## src/rtl/pipeline_pkg.sv

```systemverilog
// Shared pipeline definitions: control bundle layout, ALU op encodings and the bubble constant.
package pipeline_pkg;

    localparam int unsigned CTRL_W          = 10;
    localparam int unsigned CTRL_ALU_OP_LSB = 0;
    localparam int unsigned CTRL_BRANCH     = 4;
    localparam int unsigned CTRL_ALU_SRC    = 5;
    localparam int unsigned CTRL_MEM_TO_REG = 6;
    localparam int unsigned CTRL_MEM_WRITE  = 7;
    localparam int unsigned CTRL_MEM_READ   = 8;
    localparam int unsigned CTRL_REG_WRITE  = 9;

    typedef enum logic [3:0] {
        ALU_ADD  = 4'd0,
        ALU_SUB  = 4'd1,
        ALU_AND  = 4'd2,
        ALU_OR   = 4'd3,
        ALU_XOR  = 4'd4,
        ALU_SLL  = 4'd5,
        ALU_SRL  = 4'd6,
        ALU_SRA  = 4'd7,
        ALU_SLT  = 4'd8,
        ALU_SLTU = 4'd9
    } alu_op_e;

    localparam logic [CTRL_W-1:0] CTRL_NOP = '0;

    function automatic logic [CTRL_W-1:0] make_ctrl(
        input logic    reg_write_en,
        input logic    mem_read,
        input logic    mem_write,
        input logic    mem_to_reg,
        input logic    alu_src,
        input logic    branch,
        input alu_op_e alu_op
    );
        logic [CTRL_W-1:0] c;
        c = CTRL_NOP;
        c[CTRL_REG_WRITE]                    = reg_write_en;
        c[CTRL_MEM_READ]                     = mem_read;
        c[CTRL_MEM_WRITE]                    = mem_write;
        c[CTRL_MEM_TO_REG]                   = mem_to_reg;
        c[CTRL_ALU_SRC]                      = alu_src;
        c[CTRL_BRANCH]                       = branch;
        c[CTRL_ALU_OP_LSB+3:CTRL_ALU_OP_LSB] = alu_op;
        return c;
    endfunction

endpackage

```

## src/rtl/load_use_detector.sv

```systemverilog
// Combinational load-use hazard detection between the load in EX and the instruction in ID.
module load_use_detector (
    input  logic       ex_valid,
    input  logic       ex_mem_read,
    input  logic [4:0] ex_rd,
    input  logic       id_valid,
    input  logic [4:0] id_rs1,
    input  logic [4:0] id_rs2,
    input  logic       id_uses_rs1,
    input  logic       id_uses_rs2,
    output logic       hazard
);

    logic rs1_match;
    logic rs2_match;

    // A matching index only counts when the source is actually read.
    assign rs1_match = id_uses_rs1 && (id_rs1 == ex_rd);
    assign rs2_match = id_uses_rs2 && (id_rs2 == ex_rd);
    assign hazard    = ex_valid && ex_mem_read && (ex_rd != 5'd0) && id_valid
                       && (rs1_match || rs2_match);

endmodule

```

## src/rtl/id_ex_stage.sv

```systemverilog
// ID/EX pipeline register with load-use stall, EX-driven flush and saturating event counters.
module id_ex_stage
    import pipeline_pkg::*;
#(
    parameter int unsigned XLEN  = 64,
    parameter int unsigned CNT_W = 32
) (
    input  logic              clk,
    input  logic              rst_n,
    input  logic              id_valid,
    input  logic [XLEN-1:0]   id_pc,
    input  logic [4:0]        id_rs1,
    input  logic [4:0]        id_rs2,
    input  logic [4:0]        id_rd,
    input  logic              id_uses_rs1,
    input  logic              id_uses_rs2,
    input  logic [XLEN-1:0]   id_rs1_data,
    input  logic [XLEN-1:0]   id_rs2_data,
    input  logic [XLEN-1:0]   id_imm,
    input  logic [CTRL_W-1:0] id_ctrl,
    input  logic              ex_flush,
    output logic              ID_EX_valid,
    output logic [XLEN-1:0]   ID_EX_pc,
    output logic [4:0]        ID_EX_rs1,
    output logic [4:0]        ID_EX_rs2,
    output logic [4:0]        ID_EX_rd,
    output logic [XLEN-1:0]   ID_EX_rs1_data,
    output logic [XLEN-1:0]   ID_EX_rs2_data,
    output logic [XLEN-1:0]   ID_EX_imm,
    output logic [CTRL_W-1:0] ID_EX_ctrl,
    output logic              ID_EX_reg_write_en,
    output logic              ID_EX_mem_read,
    output logic              pc_write_en,
    output logic              if_id_write_en,
    output logic              if_id_flush,
    output logic [CNT_W-1:0]  stall_count,
    output logic [CNT_W-1:0]  flush_count
);

    logic hazard;
    logic stall;
    logic capture;

    load_use_detector u_detector (
        .ex_valid    (ID_EX_valid),
        .ex_mem_read (ID_EX_mem_read),
        .ex_rd       (ID_EX_rd),
        .id_valid    (id_valid),
        .id_rs1      (id_rs1),
        .id_rs2      (id_rs2),
        .id_uses_rs1 (id_uses_rs1),
        .id_uses_rs2 (id_uses_rs2),
        .hazard      (hazard)
    );

    assign ID_EX_reg_write_en = ID_EX_ctrl[CTRL_REG_WRITE];
    assign ID_EX_mem_read     = ID_EX_ctrl[CTRL_MEM_READ];

    // Flush outranks the stall: a flushed consumer must not freeze the front end.
    assign stall          = hazard && !ex_flush;
    assign capture        = !ex_flush && !hazard;
    assign pc_write_en    = !stall;
    assign if_id_write_en = !stall;
    assign if_id_flush    = ex_flush;

    always_ff @(posedge clk or negedge rst_n) begin
        if (!rst_n) begin
            ID_EX_valid    <= 1'b0;
            ID_EX_pc       <= '0;
            ID_EX_rs1      <= '0;
            ID_EX_rs2      <= '0;
            ID_EX_rd       <= '0;
            ID_EX_rs1_data <= '0;
            ID_EX_rs2_data <= '0;
            ID_EX_imm      <= '0;
            ID_EX_ctrl     <= CTRL_NOP;
        end else if (capture) begin
            ID_EX_valid    <= id_valid;
            ID_EX_pc       <= id_pc;
            ID_EX_rs1      <= id_rs1;
            ID_EX_rs2      <= id_rs2;
            ID_EX_rd       <= id_rd;
            ID_EX_rs1_data <= id_rs1_data;
            ID_EX_rs2_data <= id_rs2_data;
            ID_EX_imm      <= id_imm;
            ID_EX_ctrl     <= id_valid ? id_ctrl : CTRL_NOP;
        end else begin
            ID_EX_valid    <= 1'b0;
            ID_EX_pc       <= '0;
            ID_EX_rs1      <= '0;
            ID_EX_rs2      <= '0;
            ID_EX_rd       <= '0;
            ID_EX_rs1_data <= '0;
            ID_EX_rs2_data <= '0;
            ID_EX_imm      <= '0;
            ID_EX_ctrl     <= CTRL_NOP;
        end
    end

    always_ff @(posedge clk or negedge rst_n) begin
        if (!rst_n) begin
            stall_count <= '0;
            flush_count <= '0;
        end else begin
            if (stall && (stall_count != '1)) begin
                stall_count <= stall_count + 1'b1;
            end
            if (ex_flush && (flush_count != '1)) begin
                flush_count <= flush_count + 1'b1;
            end
        end
    end

endmodule
```

## config.mk

```make
export PLATFORM = sky130hd
export DESIGN_NAME = id_ex_stage
export DESIGN_NICKNAME = d
export VERILOG_FILES = /design/src/rtl/pipeline_pkg.sv /design/src/rtl/load_use_detector.sv /design/src/rtl/id_ex_stage.sv
export SDC_FILE = /design/constraint.sdc
export NUM_CORES = 1
export LEC_CHECK = 0
export CORE_AREA = 2 2 250 252
export CTS_CLUSTER_SIZE = 30
export DETAILED_ROUTE_END_ITERATION = 8
export DIE_AREA = 0 0 252 254
export DONT_BUFFER_PORTS = 1
export SKIP_LAST_GASP = 1
export SLEW_MARGIN = 20
export SYNTH_ARGS = -nofsm -noshare
export SYNTH_HDL_FRONTEND = slang
export SYNTH_SLANG_ARGS = --single-unit
```

## constraint.sdc

```tcl
create_clock -name clk -period 3.3 [get_ports clk]
set_input_delay 0.99 -clock clk [delete_from_list [all_inputs] [get_ports clk]]
set_output_delay 0.99 -clock clk [all_outputs]
set_load 0.02 [all_outputs]
```

==> results_dict.tcl <==
set metrics [dict create \
    synth_seq_cells 346 \
    dpl_cell_area_sq_um 13100 \
    numClockSinks 346 \
    wirelength_microns 35400 \
    syn2layout_area_growth_pct 17.3 \
    grt_max_degree 347 \
    violations "max-slew violations" \
    finalCritPeriodShare_pct 97.3 \
    stdcell_area_sq_um 14300 \
    ys.flop_type "dfrtp_1" \
    cp.required_ps 2310 \
    multiInputGateArea_sq_um 3320 \
    drtAntennaViolNets 0 \
    gp_congestion 0.807 \
    dieWidth_microns 252 \
    syn_nets 1207 \
    crit_type "reg2out" \
    synth_top_area_cell "dfrtp_1" \
    hold_violations 0 \
    grt_use_total_pct 10.5 \
    grt_first_pass_wirelength_microns 50000 \
    drt_iter0_markers 470 \
    status "complete, but fails checks" \
    reg2regPathDepth 8 \
    place.port_buffers 0 \
    num-fill-cells 6435 \
    ys.warnings.count 0 \
    synth_top_area_share_pct 70.8 \
    core-area_sq_um 61300 \
    synth_area_leaders "dfrtp_1 71%, and2_1 14%, xnor2_1 2.8%" \
    finalNonFillerCells 1745 \
    peakVddDrop_v 0.000370 \
    die_h_microns 254 \
    regArea_sq_um 8660 \
    slew_viol_final 181 \
    grt_pass1_vias 7334 \
    min_path_type "in2async" \
    whs_ps 152 \
    dp_hpwl_microns 26300 \
    layout.nets 1213 \
    final_layout_size_suffix_gt1_share_pct 7.88 \
    num_vias 6862 \
    clock_latency_ps 540 \
    max_freq_mhz 311 \
    powerDensity_nw_per_um2 658 \
    syn_area_per_cell_sq_um 13.3 \
    rows 91 \
    cp-start-kind "flip-flop" \
    grt-ovfl-total 0 \
    firstDrtPassIters 5 \
    setup_viol 0 \
    fin_util_pct 23.4 \
    clock_skew_ps 14.6 \
    async_reset_ff_share_pct 100 \
    clockRootBuffer "clkbuf_16" \
    period_needed_ps 3210 \
    initial_core_util_pct 20.0 \
    max-clock-path-buffers 3 \
    synth_edf_count 0 \
    maxSlewHeadroom_pct -32.2 \
    netlist_area_sq_um 12200 \
    fp.dieArea_sq_um 64000 \
    rsz0062_at_grt "false" \
    post_cts_hold_buffer_count 0 \
    routedWlPerCell_microns 20.3 \
    clkTransAtPathRegs_ps 60 \
    end_kind "output port" \
    cts_inserted_buffers 37 \
    arrival_ps 2220 \
    synth_cells 918 \
    cts_tree "done" \
    postCtsSetupBuffers 0 \
    cts-htree-levels 2 \
    boundaryPins 638 \
    cap_violations 0 \
    place_inst 1675 \
    final.setup.tns_ps 0 \
    drc_errors 0 \
    tightestPinTransition_ps 1980 \
    crit_fanout 4 \
    synth_seq_area_share_pct 70.8 \
    viasPerCell 3.93 \
    leakagePower_nw 6.54 \
    synth.distinct_cells 31 \
    antenna_found_initial 21 \
]
==> sequential cells by signal, summed over array words and instances (netlist names) <==
name and cells:
ID_EX_imm 64, ID_EX_pc 64, ID_EX_rs1_data 64, ID_EX_rs2_data 64
flush_count 32, stall_count 32, ID_EX_ctrl 10, ID_EX_rd 5
ID_EX_rs1 5, ID_EX_rs2 5, ID_EX_valid 1
==> what timing repair did <==
item / in CTS / in global routing
cloned: 0 / 0
setup endpoints to repair: 2 / 2
pin swaps: 0 / 1
resized for setup: 4 / 3
==> cells in the mapped netlist (4+ instances only) <==
cell type  count
and2_1       273
and3_1        14
and4_1         9
buf_4          6
buf_6          4
clkbuf_2      27
dfrtp_1      346
inv_1          9
nand2_1       36
nand3_1       25
nand4_1       27
nor2_1        24
nor3_1        21
nor4_1         6
xnor2_1       39
xor2_1        32
==> kinds of logic (layout without fill, tap and decap cells) <==
| logic type | after synthesis | count (layout) | share of synthesized area [%] |
|---|---|---|---|
| AND/OR/NAND/NOR | 445 | 445 | 21.3 |
| AO/OA/AOI/OAI | 5 | 5 | 0.327 |
| XOR/XNOR | 71 | 71 | 5.09 |
| buffers and inverters | 49 | 83 | 2.22 |
| other | 0 | 3 | 0 |
| adder cells (fa/ha/maj) | 2 | 2 | 0.205 |
| flip-flops | 346 | 346 | 70.8 |
==> per-stage QoR <==
step	setup WS (ps)	total power, mW
floorplan	181	5.13
global placement	435	5.26
detailed placement	433	5.27
CTS	7.48	9.59
global route	11.9	9.84
finish	89.5	9.43
==> where the power goes <==
part	leakage, nW	total (mW)	internal [mW]	switching [mW]
sequential	4.50	4.91	4.45	0.455
combinational	1.43	0.272	0.136	0.136
clock	0.608	4.25	2.54	1.71
total	6.54	9.43	7.13	2.30
==> final cells by class <==
class | count | area share [%]
repair buffers | 7 | 0.541
clock buffers | 51 | 7.24
diodes | 3 | 0.0523
clock inverters | 16 | 1.49
flip-flops and latches | 346 | 60.4
well taps | 790 | 6.89
multi-input cells | 523 | 23.1
inverters | 9 | 0.236
==> placed cells by master (no fill, tap or decap), types with 14 or more instances in the layout <==
cell       instances
clkbuf_16         37
and2_1           274
nand4_1           27
xnor2_1           39
dfrtp_1          343
nor3_1            21
xor2_1            32
nor2_1            24
nand2_1           36
and3_1            14
nand3_1           25
==> worst paths after layout <==
kind / startpoint / to / slack, ps
worst min-delay path: rst_n / ID_EX_rs1[0] / 150
worst max register to register: stall_count[0] / stall_count[27] / 790
min in group clk: id_rs1_data[61] / ID_EX_rs1_data[61] / 580
worst max-delay path: ID_EX_rd[2] / pc_write_en / 90
max in group asynchronous: rst_n / ID_EX_rs2_data[11] / 1570
worst min register to register: stall_count[13] / stall_count[13] / 640
==> worst max-delay path, stage by stage (launching register included) <==
cell	delay, ps
dfrtp_2	490
or4_4	560
o2111ai_4	200
nor2_1	90
and2_1	180
inv_2	170
==> per-layer routing <==
metal / vias to the layer above / global-route usage [%] / part of all wire [%]
li1: 2936 / - / -
met3: 80 / 5.69 / 12
met1: 3403 / 11.3 / 35
met5: - / 0 / 0.23
met2: 431 / 17.6 / 50
met4: 12 / 3.30 / 2.5
(Power assumes the default switching activity.)
